[config.mk]
export PLATFORM = sky130hd
export DESIGN_NAME = float2int_seq_flat
export DESIGN_NICKNAME = d
export VERILOG_FILES = /design/src/rtl/float2int_seq_pkg.sv /design/src/rtl/float2int_seq_if.sv /design/src/rtl/float2int_seq_f2i_unpack.sv /design/src/rtl/float2int_seq.sv /design/src/flat_wrapper.sv
export SDC_FILE = /design/constraint.sdc
export NUM_CORES = 1
export LEC_CHECK = 0
export CORE_ASPECT_RATIO = 0.75
export CORE_UTILIZATION = 43
export CTS_CLUSTER_SIZE = 28
export DETAILED_ROUTE_END_ITERATION = 12
export GPL_ROUTABILITY_DRIVEN = 0
export MAX_ROUTING_LAYER = met4
export PLACE_DENSITY = 0.74
export SLEW_MARGIN = 20
export SYNTH_ARGS = -nofsm -noshare
export SYNTH_HDL_FRONTEND = slang
export SYNTH_SLANG_ARGS = --single-unit
[constraint.sdc]
create_clock -name clk -period 1 [get_ports clk]
set_input_delay 0.15 -clock clk [delete_from_list [all_inputs] [get_ports clk]]
set_output_delay 0.15 -clock clk [all_outputs]
set_load 0.02 [all_outputs]
[src/rtl/float2int_seq_pkg.sv]
// Shared definitions for the mini-float to integer decoder.
//   EW_DEF/MW_DEF/IW_DEF : default exponent, mantissa and integer widths
//   state_t              : controller states (IDLE, SHIFT, HOLD)
//   f2i_decode()         : combinational decode of one {E,M} code at the
//                          default widths; handy as a reference value
package float2int_seq_pkg;

  localparam int EW_DEF = 3;
  localparam int MW_DEF = 4;
  localparam int IW_DEF = 11;

  typedef enum logic [1:0] {
    IDLE  = 2'd0,
    SHIFT = 2'd1,
    HOLD  = 2'd2
  } state_t;

  // E==0 codes are plain integers 0..15; otherwise the hidden one is
  // restored and the significand shifted up by E-1.
  function automatic logic [IW_DEF-1:0] f2i_decode(input logic [EW_DEF-1:0] e,
                                                   input logic [MW_DEF-1:0] m);
    logic [IW_DEF-1:0] v;
    if (e == '0) begin
      v = IW_DEF'(m);
    end else begin
      v = IW_DEF'({1'b1, m}) << (e - EW_DEF'(1));
    end
    return v;
  endfunction

endpackage

[src/rtl/float2int_seq_if.sv]
// Handshake bundle between a float-code source, the decoder and an integer
// consumer.
//   in_valid/in_ready/in_e/in_m      : float code input channel
//   out_valid/out_ready/out_int      : decoded integer output channel
//   master modport : the environment (drives codes, accepts results)
//   slave  modport : the decoder
interface float2int_seq_if #(
  parameter int EW = 3,
  parameter int MW = 4,
  parameter int IW = 11
);
  logic          in_valid;
  logic          in_ready;
  logic [EW-1:0] in_e;
  logic [MW-1:0] in_m;
  logic          out_valid;
  logic          out_ready;
  logic [IW-1:0] out_int;

  modport master (
    output in_valid, in_e, in_m, out_ready,
    input  in_ready, out_valid, out_int
  );

  modport slave (
    input  in_valid, in_e, in_m, out_ready,
    output in_ready, out_valid, out_int
  );
endinterface

[src/rtl/float2int_seq_f2i_unpack.sv]
// f2i_unpack: combinational field unpack for the decoder.
//   e_i, m_i : exponent and mantissa fields of the incoming code
//   acc_o    : starting significand (hidden one restored when E != 0)
//   cnt_o    : number of left shifts still required (E-1, or 0 for E==0)
module f2i_unpack #(
  parameter int EW = 3,
  parameter int MW = 4,
  parameter int IW = 11
) (
  input  logic [EW-1:0] e_i,
  input  logic [MW-1:0] m_i,
  output logic [IW-1:0] acc_o,
  output logic [EW-1:0] cnt_o
);

  always_comb begin
    acc_o = IW'(m_i);
    cnt_o = '0;
    if (e_i != '0) begin
      acc_o = IW'({1'b1, m_i});
      cnt_o = e_i - EW'(1);
    end
  end

endmodule

[src/rtl/float2int_seq.sv]
// float2int_seq: sequential decoder from the 7-bit mini-float code
// (EW-bit exponent, MW-bit mantissa) to an IW-bit unsigned integer.
// The significand is shifted left one position per cycle until the
// exponent is consumed, then held until the consumer takes it.
//   clk, rst : rising-edge clock, asynchronous active-high reset
//   bus      : slave side of float2int_seq_if (input code channel and
//              decoded integer channel, both valid/ready)
// IW must be at least MW+1+(2^EW-2) so the largest code does not overflow.
module float2int_seq
  import float2int_seq_pkg::*;
#(
  parameter int EW = EW_DEF,
  parameter int MW = MW_DEF,
  parameter int IW = IW_DEF
) (
  input  logic           clk,
  input  logic           rst,
  float2int_seq_if.slave bus
);

  state_t        state_q, state_d;
  logic [IW-1:0] acc_q, acc_d;
  logic [EW-1:0] cnt_q, cnt_d;

  logic [IW-1:0] init_acc;
  logic [EW-1:0] init_cnt;

  f2i_unpack #(
    .EW(EW),
    .MW(MW),
    .IW(IW)
  ) u_unpack (
    .e_i  (bus.in_e),
    .m_i  (bus.in_m),
    .acc_o(init_acc),
    .cnt_o(init_cnt)
  );

  always_comb begin
    state_d = state_q;
    acc_d   = acc_q;
    cnt_d   = cnt_q;
    unique case (state_q)
      IDLE: begin
        // in_ready is high throughout IDLE, so in_valid alone is acceptance.
        if (bus.in_valid) begin
          acc_d   = init_acc;
          cnt_d   = init_cnt;
          state_d = (init_cnt == '0) ? HOLD : SHIFT;
        end
      end
      SHIFT: begin
        acc_d = acc_q << 1;
        cnt_d = cnt_q - EW'(1);
        if (cnt_q == EW'(1)) begin
          state_d = HOLD;
        end
      end
      HOLD: begin
        if (bus.out_ready) begin
          state_d = IDLE;
        end
      end
      default: begin
        state_d = IDLE;
      end
    endcase
  end

  always_ff @(posedge clk or posedge rst) begin
    if (rst) begin
      state_q <= IDLE;
      acc_q   <= '0;
      cnt_q   <= '0;
    end else begin
      state_q <= state_d;
      acc_q   <= acc_d;
      cnt_q   <= cnt_d;
    end
  end

  // Handshake flags decode the state register only; out_ready never reaches
  // in_ready combinationally. The result is gated so idle cycles read zero.
  assign bus.in_ready  = (state_q == IDLE);
  assign bus.out_valid = (state_q == HOLD);
  assign bus.out_int   = (state_q == HOLD) ? acc_q : '0;

endmodule

[src/flat_wrapper.sv]
// flat-port wrapper written by rule: the top's interface ports become plain ports
module float2int_seq_flat import float2int_seq_pkg::*;
#(
  parameter int EW = EW_DEF,
  parameter int MW = MW_DEF,
  parameter int IW = IW_DEF
)
  (clk, rst, bus_in_valid, bus_in_e, bus_in_m, bus_out_ready, bus_in_ready, bus_out_valid, bus_out_int);
  float2int_seq_if #(.EW(EW), .MW(MW), .IW(IW)) bus_i ();
  input  logic clk;
  input  logic rst;
  input wire logic [$bits(bus_i.in_valid)-1:0] bus_in_valid;
  input wire logic [$bits(bus_i.in_e)-1:0] bus_in_e;
  input wire logic [$bits(bus_i.in_m)-1:0] bus_in_m;
  input wire logic [$bits(bus_i.out_ready)-1:0] bus_out_ready;
  output wire logic [$bits(bus_i.in_ready)-1:0] bus_in_ready;
  output wire logic [$bits(bus_i.out_valid)-1:0] bus_out_valid;
  output wire logic [$bits(bus_i.out_int)-1:0] bus_out_int;
  assign bus_i.in_valid = bus_in_valid;
  assign bus_i.in_e = bus_in_e;
  assign bus_i.in_m = bus_in_m;
  assign bus_i.out_ready = bus_out_ready;
  assign bus_in_ready = bus_i.in_ready;
  assign bus_out_valid = bus_i.out_valid;
  assign bus_out_int = bus_i.out_int;
  float2int_seq #(.EW(EW), .MW(MW), .IW(IW)) u_core (.clk(clk), .rst(rst), .bus(bus_i));
endmodule
# --- Word-level counts from Yosys, hierarchy flattened ---
# Cells that the tools add are included.
word_totals:
  reg_bits: 16
  word_cells: 29
classes:
  n_addsub: 2
  n_eq_ne: 6
  n_mux: 12
  n_reduce_logical: 6
op_table:
  columns: ["cell", "count"]
  rows:
  - ["two-way mux 11 bit", 2]
  - ["one-hot mux 11 bit (2 select lines)", 1]
  - ["two-way mux 2 bit", 4]
  - ["two-way mux 3 bit", 2]
  - ["one-hot mux 2 bit (3 select lines)", 1]
  - ["one-hot mux 3 bit (2 select lines)", 1]
  - ["subtractor 3 x 1 -> 3 bit (second input constant)", 2]
  - ["two-way mux 5 bit", 1]
  - ["inequality test 2 bit (second input constant)", 2]
  - ["== test 3 x 1 -> 1 bit (second input constant)", 1]
  - ["zero test 3 bit", 1]
  - ["AND reduction 3 bit", 1]
  - ["nonzero test 3 bit", 1]
  - ["== test 2 x 1 -> 1 bit (second input constant)", 1]
  - ["== test 2 bit (second input constant)", 1]
  - ["zero test 2 bit", 1]
  - ["inequality test 2 x 1 -> 1 bit (second input constant)", 1]
  - ["AND reduction 2 bit", 1]
  - ["nonzero test 2 bit", 1]

# --- Logic depth before layout (Yosys ltp) ---
depth:
  word_depth: 6
  ltp_mapped: 6
  depth_no_buf: 6

# --- Hierarchy ---
# From an unflattened synthesis, not the netlist that was laid out.
hier_totals:
  hier_cells: 131
  hier_area_um2: 1113.6
by_module_without_submodules:
  columns: ["module", "n_inst", "cells_each", "area_each_um2"]
  rows:
  - ["float2int_seq", 1, 111, 975.9]
  - ["f2i_unpack", 1, 20, 137.6]

# --- Worst setup path after synthesis ---
# No wires, ideal clock.
synth_path:
  path_type: "reg-to-output"
  from: "register u_core.state_q[0]"
  to: "output bus_out_int[1]"
  arrival_time_ps: 1075
  t_required_ps: 850
  path_slack_ps: -225
  path_stages_with_launch: 4
  path_cell_list: "dfrtp_1 nor2b_1 buf_2 and2_1"
synth_between:
  elab_chain_len: 2
synth_rtl:
  columns: ["element", "line", "text"]
  rows:
  - ["from (decl)", "float2int_seq.sv:21", "state_t state_q, state_d;"]
  - ["from (signal assigned)", "float2int_seq.sv:76", "state_q <= state_d;"]
  - ["== test 2 bit", null, null]
  - ["net bus_out_valid", "flat_wrapper.sv:17", "output wire logic [$bits(bus_i.out_valid)-1:0] bus_out_valid;"]
  - ["two-way mux 11 bit", "float2int_seq.sv:86", "assign bus.out_int = (state_q == HOLD) ? acc_q : '0;"]
  - ["to (decl)", "flat_wrapper.sv:18", "output wire logic [$bits(bus_i.out_int)-1:0] bus_out_int;"]
# The timed path passes the listed nets, and every way through them passes these cells.

# --- Worst setup path in the final report ---
layout_path:
  from: "register u_core.state_q[0]"
  to: "output bus_out_int[4]"
layout_between:
  elab_chain_len: 2
layout_rtl:
  columns: ["element", "line"]
  rows:
  - ["== test 2 bit", "float2int_seq.sv:86"]
  - ["two-way mux 11 bit", "float2int_seq.sv:86"]
# Every way passes these cells.

==> flow_summary.json <==
{
  "overflow": 0,
  "reg2reg_to": "u_core.state_q[0]$_DFFE_PP0P_",
  "synth_edf_count": 0,
  "wl_per_cell_um": 16.1,
  "synth_top_family_by_area": "compound AO/OA/AOI/OAI gates",
  "drive_above_1_share_pct": 55.8,
  "layout_min_cycle_time_ns": 1.39,
  "fill_cells": 115,
  "dr.pass1.iters": 4,
  "antenna_cells": 0,
  "dp_hpwl_um": 1690,
  "most-common-layout-cells": "buf_4 (32), buf_6 (20), dfrtp_1 (16)",
  "pin_count": 24,
  "worst_r2r_path_depth": 7,
  "area_growth_pct": 75.0,
  "synth_top_area_share_pct": 41.8,
  "syn_inst": 101,
  "rsz0062_at_grt": "true",
  "ys_ff_latch": 16,
  "via_per_inst": 5.42,
  "cts_tree": "built",
  "maxSlewViolCount": 0,
  "grt_pass1_vias": 982,
  "ctsRootBufferMaster": "clkbuf_4",
  "setup_ws_ns": -0.386,
  "drt_iter0_drc": 37,
  "setup_viol": 29,
  "drv_cap": 0,
  "leakage_uw": 0.000816,
  "worstSetupPathType": "reg2out",
  "antenna_found_initial": 0,
  "place_ws_ns": -0.549,
  "wirelength_um": 3020,
  "h-tree-depth": 1,
  "synth.cell_area_um2": 957,
  "synth_top_cell_by_area": "dfrtp_1",
  "synth_area_per_cell_um2": 9.48,
  "fin_crit_sh_pct": 139,
  "vias": 1014,
  "critical_path_required_ns": 0.85,
  "hold_path.class": "in2async",
  "clkSinkCount": 16,
  "grt_pass1_wl_um": 4560,
  "final_util_pct": 81.7,
  "drc": 0,
  "synth_compound_area_share_pct": 24.3,
  "crit_arrival_ns": 1.24,
  "synthXorXnorAreaFrac_pct": 0,
  "final_common_cell": "buf_4",
  "muxShareOfSynthArea_pct": 1.05,
  "clk_latency_ns": 0.29,
  "dpl.cell_count": 172,
  "skew_ns": 0.00754,
  "status": "finished, violations left",
  "layout.nets": 180,
  "synth_adder_area_share_pct": 5.23,
  "die_area_um2": 2420,
  "rows": 14,
  "layoutNonFillerInstCount": 187,
  "maxSlewHeadroom_pct": 81.0,
  "synth_cell_types": 32,
  "die_h_um": 42.9,
  "synthArstFlopShare_pct": 100,
  "clockBufferDepth": 2,
  "path_max_fanout": 3,
  "drtAntennaViolNets": 0,
  "clk_pin_slew_ns": 0.09,
  "initial_core_util_pct": 46.7,
  "hold-worst-slack_ns": 0.161,
  "fp.dieW_um": 56.5,
  "synthTopCellsByArea": "dfrtp_1 (42%), and2_1 (7.2%), a22o_1 (5.5%), ha_1 (5.2%), a21oi_1 (4.7%)",
  "power_density_nw_per_um2": 2760,
  "reg2reg_slack_ns": -0.35,
  "yosys_warnings": 0,
  "synth_ff_type": "dfrtp_1",
  "dpl_cell_area_um2": 1440,
  "yosys.area_share.simple_pct": 20.9,
  "peakVddDrop_uv": 2460,
  "failed_checks": "setup timing",
  "grt_max_degree": 17,
  "yosysSeqAreaShare_pct": 41.8,
  "hold_buffers": 0,
  "core-area_um2": 2050,
  "r2r-start": "u_core.state_q[0]$_DFFE_PP0P_",
  "multi_input_comb_area_um2": 611,
  "cts_buffers": 3,
  "fmax_mhz": 722,
  "syn-num-nets": 116,
  "regArea_um2": 400,
  "crit_path_start_kind": "flop",
  "grt_usage_pct": 25.8,
  "cp-end-kind": "primary output",
  "tightest_slew_ns": 0.284,
  "hold_viol_final": 0,
  "portBuffers": 23,
  "final_cell_area_um2": 1680
}
==> timing repair <==
action                                  CTS  global route
gates resized for setup                  88            28
setup buffers                             9             3
gates cloned                              1             1
pin swaps                                 7             9
endpoints found under the setup margin   29            29
==> metrics by stage <==
| step | power (µW) | TNS [ns] |
|---|---|---|
| CTS | 4150 | -8.86 |
| floorplan | 2410 | -0.909 |
| finish | 4630 | -9.06 |
| global placement | 3230 | -12.13 |
| detailed placement | 3290 | -12.81 |
| global route | 4880 | -10.34 |
==> layout make-up <==
cell class	count	area share, %
tap	24	1.79
multi-input combinational	73	36.4
sequential	16	23.9
timing repair buffer	63	34.6
inverter	8	1.94
clock buffer	3	1.34
==> how the worst max path moves through the flow <==
stage                                             start        endpoint  slack [ns]  cells after the start
after floorplan           u_core.state_q[0]$_DFFE_PP0P_  bus_out_int[1]       -0.08                      3
after global placement    u_core.state_q[0]$_DFFE_PP0P_  bus_out_int[7]       -0.51                      4
after detailed placement  u_core.state_q[0]$_DFFE_PP0P_  bus_out_int[4]       -0.55                      4
after CTS                 u_core.state_q[0]$_DFFE_PP0P_  bus_out_int[0]       -0.39                      4
after global routing      u_core.state_q[0]$_DFFE_PP0P_  bus_out_int[7]       -0.44                      4
final                     u_core.state_q[0]$_DFFE_PP0P_  bus_out_int[4]       -0.39                      4
==> critical path, stage by stage (launching register included) <==
cell and delay (ns):
dfrtp_1 0.42, nor2b_4 0.17, buf_6 0.13, and2_4 0.13, buf_6 0.11
==> where the power goes <==
part	internal, µW	switching [µW]
sequential	934	207
clock	140	197
combinational	1690	1450
==> synthesized netlist by cell type, types with 2 or more instances <==
library cell / number
dfrtp_1: 16
and2_1: 11
a21oi_1: 9
o21ai_0: 7
a22o_1: 6
inv_1: 6
nand2_1: 6
nor2b_1: 5
ha_1: 4
a22oi_1: 3
buf_2: 3
nor2_1: 3
inv_2: 2
nor2_2: 2
==> cells by family after synthesis <==
family / count (synthesis)
adders and majority gates: 4
and+or+nand+nor: 34
AOI/OAI and AO/OA: 33
muxes: 1
buffers and inverters: 13
DFF: 16
==> metal layers <==
layer	GRT usage [%]	wire, µm
met1	32.2	1290
met5	-	0
met3	4.57	170
met4	5.85	53
met2	44.0	1510
==> registers in the layout, indices dropped and copies added, names as in the netlist <==
register	count
u_core.state_q	2
u_core.acc_q	11
u_core.cnt_q	3
No activity file was read; power rests on OpenSTA's default activity.
